--- config.mk ---
export PLATFORM = sky130hd
export DESIGN_NAME = mem_responder
export DESIGN_NICKNAME = d
export VERILOG_FILES = /design/src/rtl/mem_pkg.sv /design/src/rtl/mem_array.sv /design/src/rtl/mem_responder.sv
export SDC_FILE = /design/constraint.sdc
export NUM_CORES = 2
export LEC_CHECK = 0
export CAP_MARGIN = 20
export CORE_ASPECT_RATIO = 1.5
export CORE_MARGIN = 10
export CORE_UTILIZATION = 46
export CTS_CLUSTER_SIZE = 40
export DETAILED_ROUTE_END_ITERATION = 6
export PLACE_DENSITY_LB_ADDON = 0.3
export SYNTH_ARGS = -nofsm -noshare
export SYNTH_HDL_FRONTEND = slang
export SYNTH_HIERARCHICAL = 1
export SYNTH_SLANG_ARGS = --single-unit
--- constraint.sdc ---
create_clock -name clk -period 4.55 [get_ports clk]
set_clock_uncertainty 0.05 [all_clocks]
set_input_delay 0.91 -clock clk [delete_from_list [all_inputs] [get_ports clk]]
set_output_delay 0.91 -clock clk [all_outputs]
set_load 0.005 [all_outputs]
--- src/rtl/mem_pkg.sv ---
// Shared types for the memory responder: FSM states, request opcode and default widths.
package mem_pkg;

    localparam int unsigned DATA_W_DEF = 16;
    localparam int unsigned ADDR_W_DEF = 16;

    typedef enum logic [1:0] {
        StIdle = 2'b00,
        StWait = 2'b01,
        StResp = 2'b10
    } state_e;

    typedef enum logic {
        OpRd = 1'b0,
        OpWr = 1'b1
    } op_e;

endpackage

--- src/rtl/mem_array.sv ---
// Synchronous single-port RAM with write enable, read enable and a registered read port.
// Contents are never reset.
module mem_array
    import mem_pkg::*;
#(
    parameter int unsigned DEPTH  = 256,
    parameter int unsigned DATA_W = DATA_W_DEF,
    parameter int unsigned AW     = (DEPTH > 1) ? $clog2(DEPTH) : 1
) (
    input  logic              clk_i,
    input  logic              we_i,
    input  logic              re_i,
    input  logic [AW-1:0]     addr_i,
    input  logic [DATA_W-1:0] wdata_i,
    output logic [DATA_W-1:0] rdata_o
);

    logic [DATA_W-1:0] mem_q [DEPTH];
    logic [DATA_W-1:0] rdata_q;

    always_ff @(posedge clk_i) begin
        if (we_i) begin
            mem_q[addr_i] <= wdata_i;
        end
        if (re_i) begin
            rdata_q <= mem_q[addr_i];
        end
    end

    assign rdata_o = rdata_q;

endmodule

--- src/rtl/mem_responder.sv ---
// Memory responder: accepts one read/write at a time, waits LATENCY cycles, then pulses ready
// (and err on a faulted or out-of-range request). RAM access happens on the edge entering RESP.
module mem_responder
    import mem_pkg::*;
#(
    parameter int unsigned DATA_W  = DATA_W_DEF,
    parameter int unsigned ADDR_W  = ADDR_W_DEF,
    parameter int unsigned DEPTH   = 256,
    parameter int unsigned LATENCY = 2
) (
    input  logic              clk,
    input  logic              reset,
    input  logic              mem_read,
    input  logic              mem_write,
    input  logic [ADDR_W-1:0] addr,
    input  logic [DATA_W-1:0] wdata,
    output logic [DATA_W-1:0] rdata,
    output logic              ready,
    output logic              busy,
    output logic              err
);

    localparam int unsigned     AW       = (DEPTH > 1) ? $clog2(DEPTH) : 1;
    localparam logic [ADDR_W:0] DepthLim = (ADDR_W + 1)'(DEPTH);
    localparam logic [3:0]      Lat      = 4'(LATENCY);

    if (LATENCY > 15) begin : g_latency_check
        $error("mem_responder: LATENCY must be in 0..15");
    end

    state_e            state_q;
    logic [3:0]        cnt_q;
    op_e               op_q;
    logic              fault_q;
    logic [ADDR_W-1:0] addr_q;
    logic [DATA_W-1:0] wdata_q;
    logic              ready_q;
    logic              err_q;
    logic              rd_zero_q;

    logic              cur_valid;
    logic              cur_fault;
    op_e               cur_op;
    logic [ADDR_W-1:0] cur_addr;
    logic [DATA_W-1:0] cur_wdata;
    logic              in_range;
    logic              commit;
    logic              ram_we;
    logic              ram_re;
    logic [DATA_W-1:0] ram_rdata;

    // In IDLE with LATENCY=0 the access happens on the acceptance edge, so use the live inputs.
    always_comb begin
        cur_valid = 1'b0;
        cur_fault = fault_q;
        cur_op    = op_q;
        cur_addr  = addr_q;
        cur_wdata = wdata_q;
        if (state_q == StIdle) begin
            cur_valid = mem_read | mem_write;
            cur_fault = mem_read & mem_write;
            cur_op    = mem_write ? OpWr : OpRd;
            cur_addr  = addr;
            cur_wdata = wdata;
        end
    end

    always_comb begin
        in_range = ({1'b0, cur_addr} < DepthLim);
        commit   = 1'b0;
        unique case (state_q)
            StIdle:  commit = cur_valid && (Lat == 4'd0);
            StWait:  commit = (cnt_q == 4'd1);
            default: commit = 1'b0;
        endcase
        ram_we = commit && !cur_fault && in_range && (cur_op == OpWr);
        ram_re = commit && !cur_fault && in_range && (cur_op == OpRd);
    end

    always_ff @(posedge clk or posedge reset) begin
        if (reset) begin
            state_q   <= StIdle;
            cnt_q     <= 4'd0;
            op_q      <= OpRd;
            fault_q   <= 1'b0;
            addr_q    <= '0;
            wdata_q   <= '0;
            ready_q   <= 1'b0;
            err_q     <= 1'b0;
            rd_zero_q <= 1'b1;
        end else begin
            ready_q <= commit;
            err_q   <= commit && (cur_fault || !in_range);
            // Out-of-range reads zero rdata; in-range reads expose the RAM output register.
            if (commit && !cur_fault && !in_range && (cur_op == OpRd)) begin
                rd_zero_q <= 1'b1;
            end else if (ram_re) begin
                rd_zero_q <= 1'b0;
            end

            unique case (state_q)
                StIdle: begin
                    if (cur_valid) begin
                        op_q    <= cur_op;
                        fault_q <= cur_fault;
                        addr_q  <= addr;
                        wdata_q <= wdata;
                        cnt_q   <= Lat;
                        state_q <= (Lat == 4'd0) ? StResp : StWait;
                    end
                end
                StWait: begin
                    cnt_q <= cnt_q - 4'd1;
                    if (cnt_q == 4'd1) begin
                        state_q <= StResp;
                    end
                end
                StResp: begin
                    state_q <= StIdle;
                end
                default: begin
                    state_q <= StIdle;
                end
            endcase
        end
    end

    mem_array #(
        .DEPTH  (DEPTH),
        .DATA_W (DATA_W),
        .AW     (AW)
    ) u_mem_array (
        .clk_i   (clk),
        .we_i    (ram_we),
        .re_i    (ram_re),
        .addr_i  (cur_addr[AW-1:0]),
        .wdata_i (cur_wdata),
        .rdata_o (ram_rdata)
    );

    assign rdata = rd_zero_q ? '0 : ram_rdata;
    assign ready = ready_q;
    assign err   = err_q;
    assign busy  = (state_q != StIdle);

endmodule
==> results by group <==
Finish
  – Layout cells sized above 1: 0.309
  – Area grow syn2layout: 16.1%
  – Filler cells: 25,500
  – Post-Layout Cell Count: 12,600
  – Final nets: 7,868

Floorplanning
  – # IOs: 55
  – Die Wd: 498 um
  – Die H: ~740 um
  – Starting density of the core: 0.461
  – # rows: roughly 260
  – Total die area: ~0.37 mm^2
  – Core area: between 0.3 and 0.4 mm^2

Worst setup path
  – Crit Path Class: reg2reg
  – CP arrival: about 5300 ps
  – CP required: between 5000 and 6000 ps
  – R2r worst-path depth: 10
  – Startpoint types: flop
  – Setup crit end kind: flop
  – Worst-path fanout max: 34

GRT
  – Vias in the first global route: between 80,000 and 90,000
  – Grt total ovfl: 0
  – Pin count of the biggest net entering global routing: 128
  – Global-route wire length before repair: between 600,000 and 700,000 um
  – Initial antenna violation count: 14
  – Tot GR Track Use: 0.230

Placed design
  – Placed cells: 12,000
  – Final GP Congestion: about 0.94
  – Port buffer count: 54
  – Hpwl dp: between 200,000 and 300,000 um

Timing
  – Period utilization: 1.01
  – Hold Fails Final Rpt: 0
  – Final WS setup: -60.0 ps
  – Worst slew pin tran: about 1200 ps
  – RSZ-0062 raised after global routing: no
  – Peak Freq: between 200 and 250 MHz
  – Final worst path period need: ~4600 ps
  – Final Max Slew Viols: 0
  – Finish-stage setup viols: 2
  – Worst slew margin: 0.183

Synthesis
  – EDFF count, synth: between 4,000 and 5,000
  – Yosys top cell by area: edfxtp_1
  – Sequential share of the synthesized area: 0.790
  – Ranking of synthesized cells by area: edfxtp_1 (78%), mux4_2 (15%), a22oi_1 (2.4%)
  – Most frequent cell after synthesis: edfxtp_1
  – Post-Syn Instances: just under 7,000
  – Post-synth top cells: edfxtp_1 (4,112), mux4_2 (1,024), a22oi_1 (512)
  – Mean Syn Cell Area: about 23 um^2
  – Top FF cell, synth: edfxtp_1
  – Synth top area share: 0.783
  – Yosys warnings: 6
  – Syn Std Cell Area: between 0.15 and 0.2 mm^2
  – Post-synth ARST share: 0.0103
  – Register bit count reported by yosys: approximately 4,200
  – Synthesized net count: around 7,000
  – Post-synthesis cell type count: 43

Clock network
  – CTS Sinks: ~4,200
  – Clock latency on the worst-skew pair: around 920 ps
  – Postcts setup bufs: 0
  – Htree depth: 5
  – Worst-path clk slew: 70 ps
  – Total CTS buffers: 362
  – Clk buf depth: 4
  – CTS tree: built
  – Root Driver: clkbuf_16

Routing
  – DRT antenna net count: 0
  – Drt via density: between 6 and 7
  – Routed WL: 429,000 um
  – Drt drc: 0
  – Vias post-DR: 78,300
  – DR pass1 iterations: 6
  – DRT iter0 DRCs: around 9,000
  – Routed len/inst: 33.9 um

Pwr
  – Power density over the cells: approximately 690 mW/mm^2
  – Tot Pwr: ~130 mW
  – Maximum vdd drop: about 890 uV
  – Static leakage: 57.2 nW

Min path
  – Type of the worst min-delay path: in2async

Outcome
  – Failing checks: setup timing
  – Run status: finished with violations

Flow run
  – Number of max-cap violations: 0
==> layer usage <==
| metal | global-route usage | wire (um) | up-vias |
|---|---|---|---|
| li1 | - | - | 31500 |
| met1 | 0.282 | 150000 | 42300 |
| met2 | 0.384 | 213000 | 3725 |
| met3 | 0.0361 | 32000 | 838 |
| met4 | 0.146 | 33200 | 4 |
| met5 | 0 | 27 | - |
==> cells by family after synthesis <==
family                   count (synthesis)  synth area share
XOR/XNOR                                 1         0.0000555
multiplexers                          1051             0.148
flip-flops                            4155             0.790
AND/OR/NAND/NOR                        476            0.0129
AO/OA/AOI/OAI                          843            0.0365
adder cells (fa/ha/maj)                  2          0.000159
buffers and inverters                  437            0.0126
==> critical path: stages (launching register included) <==
cell and delay (ps):
dfrtp_1 440, nor2_4 280, buf_4 300, mux2_2 470
nor2b_4 800, buf_12 320, a22oi_1 150, a21oi_1 900
o41ai_1 360, buf_4 230, nand4_1 60
==> power by group <==
part	internal (mW)	leakage [nW]	total [mW]	switching [mW]
clock network	16.4	5.49	30.1	13.6
logic	17.4	14.0	46.6	29.3
registers	49.2	37.7	49.4	0.153
==> state kept, by name, indices dropped and copies added (netlist names) <==
signal	flops
ready	1
state_q	2
u_mem_array/mem_q	4096
rd_zero_q	1
err	1
wdata_q	16
fault_q	1
u_mem_array/rdata_o	16
cnt_q	4
op_q	1
addr_q	16
==> layout make-up <==
class                   count  area [um^2]  area share
diodes                      8         20.0    0.000109
clock buffers             438         9470      0.0517
clock inverters           213         1810     0.00991
inverters                   6         22.5    0.000123
multi-input cells        2373        31900       0.174
flip-flops and latches   4155       125000       0.680
well taps                4505         5640      0.0308
repair buffers            932         9670      0.0528
==> metrics by stage <==
stage / worst slack [ps] / cell area [um^2] / util / hold WS [ps] / TNS, ps
final: -60.0 / 183000 / 0.535 / 400 / -83.8
after CTS: 47.5 / 183000 / 0.535 / 371 / 0
after global routing: 5.93 / 183000 / 0.535 / 465 / 0
after floorplan: 469 / 158000 / - / 392 / 0
after global placement: -1390 / 172000 / 0.502 / 408 / -7500
after detailed placement: -849 / 172000 / 0.502 / 415 / -4470
==> worst paths after layout <==
path	startpoint	to	slack [ps]
hold reg to reg	addr_q[13]$_DFFE_PP0P_	addr_q[13]$_DFFE_PP0P_	430
setup reg to reg	state_q[1]$_DFFE_PP0P_	u_mem_array/rdata_o[9]$_DFFE_PP_	-60
max in group asynchronous	reset	addr_q[3]$_DFFE_PP0P_	3660
setup / recovery	state_q[1]$_DFFE_PP0P_	u_mem_array/rdata_o[9]$_DFFE_PP_	-60
min in group clk	addr_q[13]$_DFFE_PP0P_	addr_q[13]$_DFFE_PP0P_	430
hold / removal	reset	addr_q[5]$_DFFE_PP0P_	400
==> timing repair <==
item | 4_1_cts | 5_1_grt
gates resized for setup | 1 | 0
endpoints found under the setup margin | 1 | 0
hold buffers | 0 | 0
==> cell usage in the layout (no fill, tap or decap), drive strengths merged, types with 2 or more instances in the layout <==
| master | count |
|---|---|
| nor4 | 4 |
| bufinv | 28 |
| edfxtp | 4112 |
| a22oi | 512 |
| nor3 | 31 |
| a22o | 2 |
| o41ai | 64 |
| nand2b | 7 |
| nand3 | 15 |
| clkinv | 152 |
| ha | 2 |
| diode | 8 |
| mux4 | 1024 |
| clkbuf | 438 |
| o21ai | 5 |
| nand4 | 16 |
| and2 | 3 |
| inv | 18 |
| a21oi | 257 |
| nand2 | 128 |
| mux2i | 2 |
| buf | 878 |
| mux2 | 25 |
| dfrtp | 42 |
| nor2 | 240 |
| clkdlybuf4s50 | 54 |
| and3 | 2 |
| nor2b | 23 |
| or2 | 2 |
| clkinvlp | 21 |
(Power assumes the default switching activity.)
